File: config.mk
export PLATFORM = sky130hd
export DESIGN_NAME = inst_encode_loader
export DESIGN_NICKNAME = d
export VERILOG_FILES = /design/src/rtl/inst_encode_loader_pkg.sv /design/src/rtl/inst_field_packer.sv /design/src/rtl/inst_encode_loader.sv
export SDC_FILE = /design/constraint.sdc
export NUM_CORES = 1
export LEC_CHECK = 0
export ABC_AREA = 1
export CAP_MARGIN = 10
export CORE_MARGIN = 5
export CORE_UTILIZATION = 45
export CTS_BUF_LIST = sky130_fd_sc_hd__clkbuf_4 sky130_fd_sc_hd__clkbuf_8
export DETAILED_ROUTE_END_ITERATION = 7
export DONT_BUFFER_PORTS = 1
export GPL_TIMING_DRIVEN = 0
export SYNTH_ARGS = -nofsm -noshare
export SYNTH_HDL_FRONTEND = slang
export SYNTH_HIERARCHICAL = 1
export SYNTH_SLANG_ARGS = --single-unit
File: constraint.sdc
create_clock -name clk -period 7.05 [get_ports clk]
set_clock_uncertainty 0.1 [all_clocks]
set_input_delay 0.3525 -clock clk [delete_from_list [all_inputs] [get_ports clk]]
set_output_delay 0.3525 -clock clk [all_outputs]
set_load 0.005 [all_outputs]
File: src/rtl/inst_encode_loader_pkg.sv
// Shared constants, FSM states and request payload for the instruction encode/loader.
package inst_encode_loader_pkg;

   localparam int unsigned XLEN   = 32;
   localparam int unsigned OP_W   = 7;
   localparam int unsigned REG_W  = 5;
   localparam int unsigned F3_W   = 3;
   localparam int unsigned F7_W   = 7;
   localparam int unsigned CNT_W  = 16;
   localparam int unsigned CNT1_W = CNT_W + 1;

   localparam logic [OP_W-1:0] OP_ARITHMETIC     = 7'b0110011;
   localparam logic [OP_W-1:0] OP_ARITHMETIC_IMM = 7'b0010011;
   localparam logic [OP_W-1:0] OP_LOAD           = 7'b0000011;
   localparam logic [OP_W-1:0] OP_STORE          = 7'b0100011;
   localparam logic [OP_W-1:0] OP_BRANCH         = 7'b1100011;
   localparam logic [OP_W-1:0] OP_JAL            = 7'b1101111;
   localparam logic [OP_W-1:0] OP_JALR           = 7'b1100111;
   localparam logic [OP_W-1:0] OP_ECALL          = 7'b1110011;

   localparam logic [F3_W-1:0] F3_SLL = 3'b001;
   localparam logic [F3_W-1:0] F3_SRL = 3'b101;

   localparam logic [XLEN-1:0] ECALL_WORD = 32'h0000_0073;

   typedef enum logic [1:0] {
      ST_IDLE  = 2'd0,
      ST_RUN   = 2'd1,
      ST_DRAIN = 2'd2,
      ST_DONE  = 2'd3
   } state_t;

   typedef struct packed {
      logic [OP_W-1:0]  opcode;
      logic [REG_W-1:0] rd;
      logic [REG_W-1:0] rs1;
      logic [REG_W-1:0] rs2;
      logic [F3_W-1:0]  funct3;
      logic [F7_W-1:0]  funct7;
      logic [XLEN-1:0]  imm;
   } req_fields_t;

   // Signed range test of a sign-extended immediate.
   function automatic logic in_range(input logic [XLEN-1:0] v, input int lo, input int hi);
      return ($signed(v) >= lo) && ($signed(v) <= hi);
   endfunction

endpackage

File: src/rtl/inst_field_packer.sv
// Combinational field packer: request fields -> RV32I word plus a reject flag.
module inst_field_packer
   import inst_encode_loader_pkg::*;
(
   input  req_fields_t     fields,
   output logic [XLEN-1:0] word,
   output logic            bad
);

   logic [XLEN-1:0]  imm;
   logic [OP_W-1:0]  op;
   logic [F3_W-1:0]  f3;

   assign imm = fields.imm;
   assign op  = fields.opcode;
   assign f3  = fields.funct3;

   // Format select, bit placement and immediate range check per opcode.
   always_comb begin
      word = '0;
      bad  = 1'b0;
      case (op)
         OP_ARITHMETIC: begin
            word = {fields.funct7, fields.rs2, fields.rs1, f3, fields.rd, op};
         end
         OP_ARITHMETIC_IMM: begin
            if (f3 == F3_SLL || f3 == F3_SRL) begin
               word = {fields.funct7, imm[4:0], fields.rs1, f3, fields.rd, op};
               bad  = !in_range(imm, 0, 31);
            end else begin
               word = {imm[11:0], fields.rs1, f3, fields.rd, op};
               bad  = !in_range(imm, -2048, 2047);
            end
         end
         OP_LOAD, OP_JALR: begin
            word = {imm[11:0], fields.rs1, f3, fields.rd, op};
            bad  = !in_range(imm, -2048, 2047);
         end
         OP_STORE: begin
            word = {imm[11:5], fields.rs2, fields.rs1, f3, imm[4:0], op};
            bad  = !in_range(imm, -2048, 2047);
         end
         OP_BRANCH: begin
            word = {imm[12], imm[10:5], fields.rs2, fields.rs1, f3, imm[4:1], imm[11], op};
            bad  = !in_range(imm, -4096, 4094) || imm[0];
         end
         OP_JAL: begin
            word = {imm[20], imm[10:1], imm[11], imm[19:12], fields.rd, op};
            bad  = !in_range(imm, -1048576, 1048574) || imm[0];
         end
         OP_ECALL: begin
            word = ECALL_WORD;
         end
         default: begin
            bad = 1'b1;
         end
      endcase
   end

endmodule

File: src/rtl/inst_encode_loader.sv
// Encodes request bundles into RV32I words and streams them to instruction memory.
module inst_encode_loader
   import inst_encode_loader_pkg::*;
#(
   parameter int unsigned ADDR_W    = 32,
   parameter int unsigned MEM_WORDS = 1024
)(
   input  logic              clk,
   input  logic              reset_n,
   input  logic              start,
   input  logic [ADDR_W-1:0] base_addr,
   input  logic              req_valid,
   output logic              req_ready,
   input  logic              req_last,
   input  logic [OP_W-1:0]   req_opcode,
   input  logic [REG_W-1:0]  req_rd,
   input  logic [REG_W-1:0]  req_rs1,
   input  logic [REG_W-1:0]  req_rs2,
   input  logic [F3_W-1:0]   req_funct3,
   input  logic [F7_W-1:0]   req_funct7,
   input  logic [XLEN-1:0]   req_imm,
   output logic              mem_we,
   input  logic              mem_ready,
   output logic [ADDR_W-1:0] mem_addr,
   output logic [XLEN-1:0]   mem_wdata,
   output logic              busy,
   output logic              done,
   output logic              err,
   output logic [CNT_W-1:0]  word_count
);

   state_t            state;
   state_t            state_next;
   req_fields_t       fields;
   logic [XLEN-1:0]   enc_word;
   logic              enc_bad;
   logic [CNT1_W-1:0] in_flight;
   logic              full;
   logic              accept;
   logic              retire;
   logic              load_base;
   logic              overflow;

   assign fields.opcode = req_opcode;
   assign fields.rd     = req_rd;
   assign fields.rs1    = req_rs1;
   assign fields.rs2    = req_rs2;
   assign fields.funct3 = req_funct3;
   assign fields.funct7 = req_funct7;
   assign fields.imm    = req_imm;

   inst_field_packer u_packer (
      .fields (fields),
      .word   (enc_word),
      .bad    (enc_bad)
   );

   // Written words plus the buffered one; memory is full when this reaches MEM_WORDS.
   assign in_flight = {1'b0, word_count} + CNT1_W'(mem_we);
   assign full      = (in_flight == CNT1_W'(MEM_WORDS));

   assign req_ready = (state == ST_RUN) && (!mem_we || mem_ready) && !full;
   assign accept    = req_valid && req_ready;
   assign retire    = mem_we && mem_ready;
   assign load_base = (state == ST_IDLE) && start;
   assign overflow  = (state == ST_RUN) && full && req_valid;

   // State register.
   always_ff @(posedge clk or negedge reset_n) begin
      if (!reset_n) state <= ST_IDLE;
      else          state <= state_next;
   end

   // Next-state logic.
   always_comb begin
      state_next = state;
      case (state)
         ST_IDLE:  if (start)               state_next = ST_RUN;
         ST_RUN:   if (accept && req_last)  state_next = ST_DRAIN;
         ST_DRAIN: if (!mem_we || retire)   state_next = ST_DONE;
         ST_DONE:                           state_next = ST_IDLE;
         default:                           state_next = ST_IDLE;
      endcase
   end

   // Output buffer, address/count tracking and status flags.
   always_ff @(posedge clk or negedge reset_n) begin
      if (!reset_n) begin
         mem_we     <= 1'b0;
         mem_addr   <= '0;
         mem_wdata  <= '0;
         busy       <= 1'b0;
         done       <= 1'b0;
         err        <= 1'b0;
         word_count <= '0;
      end else begin
         busy <= (state_next != ST_IDLE);
         done <= (state_next == ST_DONE);

         if (load_base) begin
            mem_addr   <= base_addr & ~ADDR_W'(3);
            word_count <= '0;
            err        <= 1'b0;
         end else begin
            if (retire) begin
               mem_addr <= mem_addr + ADDR_W'(4);
               if (word_count != '1) word_count <= word_count + CNT_W'(1);
            end
            if ((accept && enc_bad) || overflow) err <= 1'b1;
         end

         if (accept && !enc_bad) begin
            mem_we    <= 1'b1;
            mem_wdata <= enc_word;
         end else if (retire) begin
            mem_we <= 1'b0;
         end
      end
   end

endmodule
==> key figures, run 1 <==
Synth
  • Area contributors post-synth: dfrtp_1, nand2_1, nor2_1, nand4_1, inv_1
  • Commonest cells post-synth: nand2_1, nor2_1, inv_1
  • Async set or reset register ratio after synthesis: 100%
  • Number of synthesized flops with an enable pin: 0
  • Syn Inst Count: 916
  • Post-synth top area cell: dfrtp_1
  • Synth cell types: 45
  • Mapped Area: 6130 sq um
  • Post-synthesis sequential area ratio: about a third
  • Top FF cell, synth: dfrtp_1
  • Synthesized area per cell: roughly 6.7 sq um
  • Synth top area share: roughly a third
  • Most common cell in the netlist: nand2_1
  • #FFs+latches synth: 84
  • YS warnings: 6

Floorplanning
  • Die Ht: about 130 um
  • Row cnt: 42
  • Die width: ~130 um
  • I/O Pins: between 150 and 200
  • Full die area: roughly 16000 sq um
  • Core Area: ~13000 sq um
  • Starting Density: between 40% and 50%

Worst setup path
  • Crit path DAT: between 2 and 3 ns
  • R2R Path End: mem_wdata[24]
  • Worst reg2reg path depth: 14
  • CP Launch Type: register
  • Worst reg2reg path startpoint: word_count[0]
  • Worst Setup End Kind: primary output
  • Required @ worst endpoint: 6.60 ns
  • R2R Setup Slk: 4.33 ns
  • Crit path kind: register to primary output
  • Critical path peak fanout: 10

Detailed routing
  • DR vias/cell: approximately 5.3
  • Routed met1 length: about 7.8 mm
  • DR iter-0 viols: about 340
  • Routed wire length per instance: 16.5 um
  • WL met2: slightly below 9 mm
  • Via count: 5930
  • Top Metal Used: met4
  • DRT Wirelength: between 15 and 20 mm
  • Met3 wire length: ~1.5 mm
  • Drt drc: 0
  • DRT antenna net count: 0
  • DRT Pass-1 Iters: 5

Power
  • Net Switching: just over 700 uW
  • Clock power share: between 20% and 30%
  • Cell internal pwr: approximately 940 uW
  • Leakage: 0.00316 uW
  • Power per standard cell area: approximately 250 nW/um^2
  • Switching Fraction: between 40% and 50%
  • Maximum VDD drop: around 94 uV
  • Sequential power share: about 46%
  • Gate power share: approximately 33%

Clock tree
  • Post-CTS setup buffer count: 0
  • Worst-Skew Late Latency: about 0.37 ns
  • Sink Count: 84
  • CTS tree: done
  • H-tree lvl count: 3
  • Worst-path clk slew: approximately 0.1 ns
  • Clock tree buffer depth: 2
  • Root Driver: clkbuf_8
  • Total CTS buffers: 9

Global routing
  • Number of antenna violations at the first check in global routing: 0
  • First-pass GRT wire length: 29.5 mm
  • Vias in the first global route: roughly 5.7k
  • Total track usage: 22.7%
  • Largest net degree at the start of global routing: 85
  • Gr ovfl total: 0

Job
  • Max Cap Viol: 0

STA
  • Minimum clock period: ~3.2 ns
  • Worst-Margin Slew: between 0.6 and 0.7 ns
  • Final setup viols: 0
  • Slew HR: between 50% and 60%
  • Setup ws final: 3.88 ns
  • Fin Hold WS: about 0.018 ns
  • Unrepaired setup endpoints after global routing: no
  • Final Max Tran Viols: 0
  • Maximum clock rate: 0.316 GHz
  • Setup TNS: 0 ns
  • Final period util: 44.9%
  • Final Hold Viols: 0

Cells and area
  • Area growth from synthesis to layout: 9.31%
  • Layout cell share with drive strength beyond 1: under 10%
  • Fin util: roughly 50%
  • Ant. Diodes: 0
  • Nets: 1048

Placement
  • Dpl ws: roughly 4.3 ns
  • GP Congestion: ~0.9
  • Hpwl dp: about 15 mm
  • Buffers on Ports: 0

Min path
  • Hold Crit Class: input pin to register
  • Hold_sp: base_addr[21]
  • Hold worst-path end: mem_addr[21]
  • Hold path depth: 2

Outcome
  • Outcome: completed
-- per-layer routing --
| metal | track usage [%] | vias up |
|---|---|---|
| li1 | - | 3033 |
| met3 | 6.64 | 24 |
| met2 | 38.6 | 180 |
| met4 | 7.19 | 0 |
| met5 | 0 | - |
| met1 | 27.7 | 2693 |
-- how the worst max path moves through the flow --
stage	slack, ns	cells after the start	startpoint	to
global route	3.66	12	word_count[0]	req_ready
floorplan	4.61	12	word_count[0]	req_ready
detailed placement	4.26	12	word_count[0]	req_ready
finish	3.88	12	word_count[0]	req_ready
global placement	4.28	12	word_count[0]	req_ready
CTS	3.84	12	word_count[0]	req_ready
-- power by group through the flow --
stage                     Combinational (uW)  Sequential, uW  Clock, uW
after global routing                     623             791        375
after global placement                   524             781          0
after CTS                                553             773        355
after floorplan                          431             725          0
final                                    549             770        342
after detailed placement                 532             782          0
-- worst max-delay path: stages (launching register included) --
cell	delay [ns]
dfrtp_1	0.53
ha_1	0.27
ha_1	0.23
inv_1	0.08
nor2_2	0.28
nand3_1	0.14
nand2_1	0.08
nand2_1	0.11
nor2_1	0.11
nand3_1	0.11
nor2_2	0.17
nor2_4	0.08
buf_6	0.14
-- timing repair --
action | in CTS | in global routing
endpoints found under the hold margin | 96 | 0
endpoints found under the setup margin | 0 | 0
gates resized for setup | 0 | 0
hold buffers | 14 | 0
-- per-stage QoR --
step	cells	total power [uW]	area, sq um
final	1123	1660	6700
after floorplan	917	1160	6130
after detailed placement	1093	1310	6350
after CTS	1123	1680	6700
after global routing	1123	1790	6700
after global placement	1093	1310	6350
-- layout make-up --
cell class	count	area [sq um]
buffer	28	181
clock buffer	9	124
clock inverter	7	65.1
fill	1414	6600
inverter	101	379
multi-input combinational	704	3470
sequential	84	2100
tap	176	220
timing repair buffer	14	158
-- flip-flops by register name (all words and copies together), names as in the netlist --
signal      count
mem_wdata      32
state           2
mem_addr       30
done            1
err             1
word_count     16
busy            1
mem_we          1
-- placed cells by master, fill, tap and decap left out, types with 13 or more instances in the layout --
cell / Yosys / routed
o21ai_0: 51 / 51
nand2_2: 20 / 20
nor2_1: 117 / 117
nor3_1: 16 / 16
xor2_1: 20 / 20
dlygate4sd3_1: 0 / 13
nand4_1: 60 / 60
clkbuf_1: 13 / 13
nand3_1: 46 / 46
dfrtp_1: 84 / 84
nand2_1: 279 / 279
a21oi_1: 20 / 20
inv_1: 96 / 96
-- cell families (layout without fill, tap and decap cells) --
group,Yosys count,in the layout,synth area share (%)
xor gates and xnor gates,28,28,4.00
AOI/OAI and AO/OA,98,98,9.21
buffers and inverters,129,159,9.15
adders and majority gates,4,4,0.817
other,1,2,0.0612
DFF,84,84,34.3
and+or+nand+nor,572,572,42.5
No activity file was read; power rests on OpenSTA's default activity.
==> inputs of run 2 (changes only) <==
==> constraint.sdc (replaced) <==
create_clock -name clk -period 3.1 [get_ports clk]
set_clock_uncertainty 0.1 [all_clocks]
set_input_delay 0.155 -clock clk [delete_from_list [all_inputs] [get_ports clk]]
set_output_delay 0.155 -clock clk [all_outputs]
set_load 0.005 [all_outputs]
==> key figures, run 2 (same netlist as run 1, synthesis figures left out) <==
Floorplanning
  • Full die area: 16100 sq um (unchanged)
  • Starting Density: 46.1% (unchanged)
  • Die Ht: 127 um (unchanged)
  • Die width: 127 um (unchanged)
  • Row cnt: 42 (unchanged)
  • Core Area: 13300 sq um (unchanged)
  • I/O Pins: 187 (unchanged)

Placement
  • Area post-placement: 6350 sq um (unchanged)
  • GP Congestion: 0.904 (unchanged)
  • Hpwl dp: 14.7 mm (unchanged)
  • Buffers on Ports: 0 (unchanged)

Cells and area
  • Nets: 1102 (+5.2%)
  • Area growth from synthesis to layout: 18.2%
  • Layout cell share with drive strength beyond 1: 8.39% (-0.37 points)
  • Leading cell types in the layout, fill and taps excluded: nand2_1, nor2_1, inv_1, dfrtp_1, dlygate4sd3_1
  • Ant. Diodes: 0 (unchanged)
  • Largest register by flop count: mem_wdata
  • Commonest non-fill, non-tap cell in the layout: nand2_1
  • Max reg flops: 32 (unchanged)
  • Fin area: 7240 sq um (+8.1%)
  • Largest registers: mem_wdata: 32 flops, mem_addr: 30 flops, word_count: 16 flops

STA
  • Final setup viols: 0 (unchanged)
  • Maximum clock rate: around 0.35 GHz
  • Final Hold Viols: 0 (unchanged)
  • Unrepaired setup endpoints after global routing: no
  • Minimum clock period: 2.87 ns
  • Worst-Margin Slew: 0.717 ns (+0.0549 ns)
  • Slew HR: 52.2% (-3.7 points)
  • Final period util: between 90 and 100%
  • Final Max Tran Viols: 0 (unchanged)
  • Setup TNS: 0 ns (unchanged)

Worst setup path
  • Crit path DAT: 2.61 ns (-0.10 ns)
  • CP bufs+invs: 2 (unchanged)
  • Worst path max stage delay: 0.47 ns (-0.06 ns)
  • CP Launch Type: register
  • Crit path cell chain: ha_1 -> ha_1 -> inv_1 -> nor2_2 -> nand2_2 -> nor2_1 -> nand2_1 -> a21boi_0 -> nand3_1 -> nor2_2 -> nor2_4 -> buf_6
  • Crit path max-delay cell type: dfrtp_2
  • Worst Setup End Kind: primary output
  • Critical path peak fanout: 10 (unchanged)
  • Kind of cell adding the most delay to the critical path: simple AND/OR/NAND/NOR gates
  • Required @ worst endpoint: 2.84 ns (-3.76 ns)
  • Crit path kind: register to primary output

Power
  • Clock power share: 20.3% (-0.3 points)
  • Cell internal pwr: 2180 uW (+130%)
  • Leakage: 0.00341 uW (+8.0%)
  • Power per standard cell area: 530 nW/um^2 (+110%)
  • Switching Fraction: 43.2% (-0.13 points)
  • Sequential power share: 45.7% (-0.7 points)
  • Net Switching: 1660 uW (+130%)
  • Maximum VDD drop: 214 uV (+130%)
  • Gate power share: 34.0% (+0.9 points)

Clock tree
  • CTS tree: done
  • Clock tree buffer depth: 2 (unchanged)
  • Total CTS buffers: 9 (unchanged)
  • Worst-path clk slew: 0.10 ns (about the same)
  • Root Driver: clkbuf_8
  • Worst-Skew Late Latency: 0.37 ns (about the same)
  • Post-CTS setup buffer count: 0 (unchanged)
  • H-tree lvl count: 3 (unchanged)
  • Sink Count: 84 (unchanged)

Outcome
  • Outcome: completed

Min path
  • Hold Crit Class: input pin to register

Global routing
  • Vias in the first global route: 5986 (+4.5%)
  • Total track usage: 23.5% (+0.79 points)
  • Largest net degree at the start of global routing: 85 (unchanged)
  • First-pass GRT wire length: 30.6 mm (+3.7%)
  • Number of antenna violations at the first check in global routing: 0 (unchanged)
  • Gr ovfl total: 0 (unchanged)

Job
  • Max Cap Viol: 0 (unchanged)

Detailed routing
  • DR iter-0 viols: 382 (+13%)
  • DRT antenna net count: 0 (unchanged)
  • Via count: 6166 (+4.0%)
  • Drt drc: 0 (unchanged)
  • DRT Pass-1 Iters: 5 (unchanged)
  • DR vias/cell: 5.24 (-0.79%)
  • Routed wire length per instance: 16.3 um (-1.3%)
  • DRT Wirelength: 19.1 mm (+3.5%)
[run 2: changes by cell type in the layout (fill, tap and decap cells not counted)]
cell           delta
dlygate4sd3_1    +54
dfrtp_1           -1
dfrtp_2           +1
[run 2: worst reg2reg max path, cell delays in order (launching register included)]
cell and delay (ns):
dfrtp_2 0.47, ha_1 0.24, ha_1 0.23, inv_1 0.08
nor2_2 0.28, nand2_2 0.13, nor2_1 0.10, nand2_1 0.07
a21boi_0 0.15, nand3_1 0.12, nor2_2 0.17, nor2_4 0.08
buf_6 0.14, nand4_1 0.10, nand2_1 0.07
[run 2: timing repair]
action / CTS / global route
hold endpoints to repair: 140 / 0
resized for setup: 0 / 1
setup endpoints to repair: 0 / 1
hold buffers: 68 / 0
[run 2: metal layers]
| metal | vias to the layer above | part of all wire (%) | GRT usage (%) |
|---|---|---|---|
| li1 | 3141 | - | - |
| met1 | 2820 | 42 | 28.5 |
| met2 | 180 | 49 | 40.8 |
| met3 | 25 | 7.3 | 6.14 |
| met4 | 0 | 1.6 | 7.13 |
| met5 | - | 0 | 0 |
[run 2: through the flow]
step	hold slack [ns]	std cells	worst slack, ns	total power [uW]	util (%)
2_1_floorplan	-0.241	917	0.790	2630	-
3_3_place_gp	-0.238	1093	0.388	2970	47.8
3_5_place_dp	-0.237	1093	0.353	2990	47.8
4_1_cts	0.000464	1177	0.0897	3870	54.5
5_1_grt	0.0112	1177	0.0163	4130	54.5
6_report	0.0202	1177	0.235	3840	54.5
[run 2: power groups by stage]
stage          logic [uW]  registers [uW]  clock network, uW
5_1_grt              1470            1800                855
3_5_place_dp         1210            1780                  0
3_3_place_gp         1190            1780                  0
2_1_floorplan         980            1650                  0
6_report             1300            1760                778
4_1_cts              1310            1760                807
[run 2: path summary, 6_finish.rpt]
check | from | slack, ns | endpoint | depth (start not counted)
max in group asynchronous | reset_n | 2.27 | mem_addr[16] | 2
max reg2reg | word_count[0] | 0.49 | mem_wdata[24] | 14
min reg2reg | mem_wdata[19] | 0.42 | mem_wdata[19] | 2
min | req_imm[4] | 0.02 | mem_wdata[24] | 4
min in group asynchronous | reset_n | 0.31 | mem_addr[12] | 2
max | word_count[0] | 0.23 | req_ready | 12
[run 2: final cells by class]
cell class | count | area, sq um
clock inverters | 7 | 65.1
clock buffers | 9 | 124
flip-flops and latches | 84 | 2100
plain buffers | 28 | 181
repair buffers | 68 | 698
inverters | 101 | 379
fillers | 1360 | 6050
well taps | 176 | 220
multi-input cells | 704 | 3470
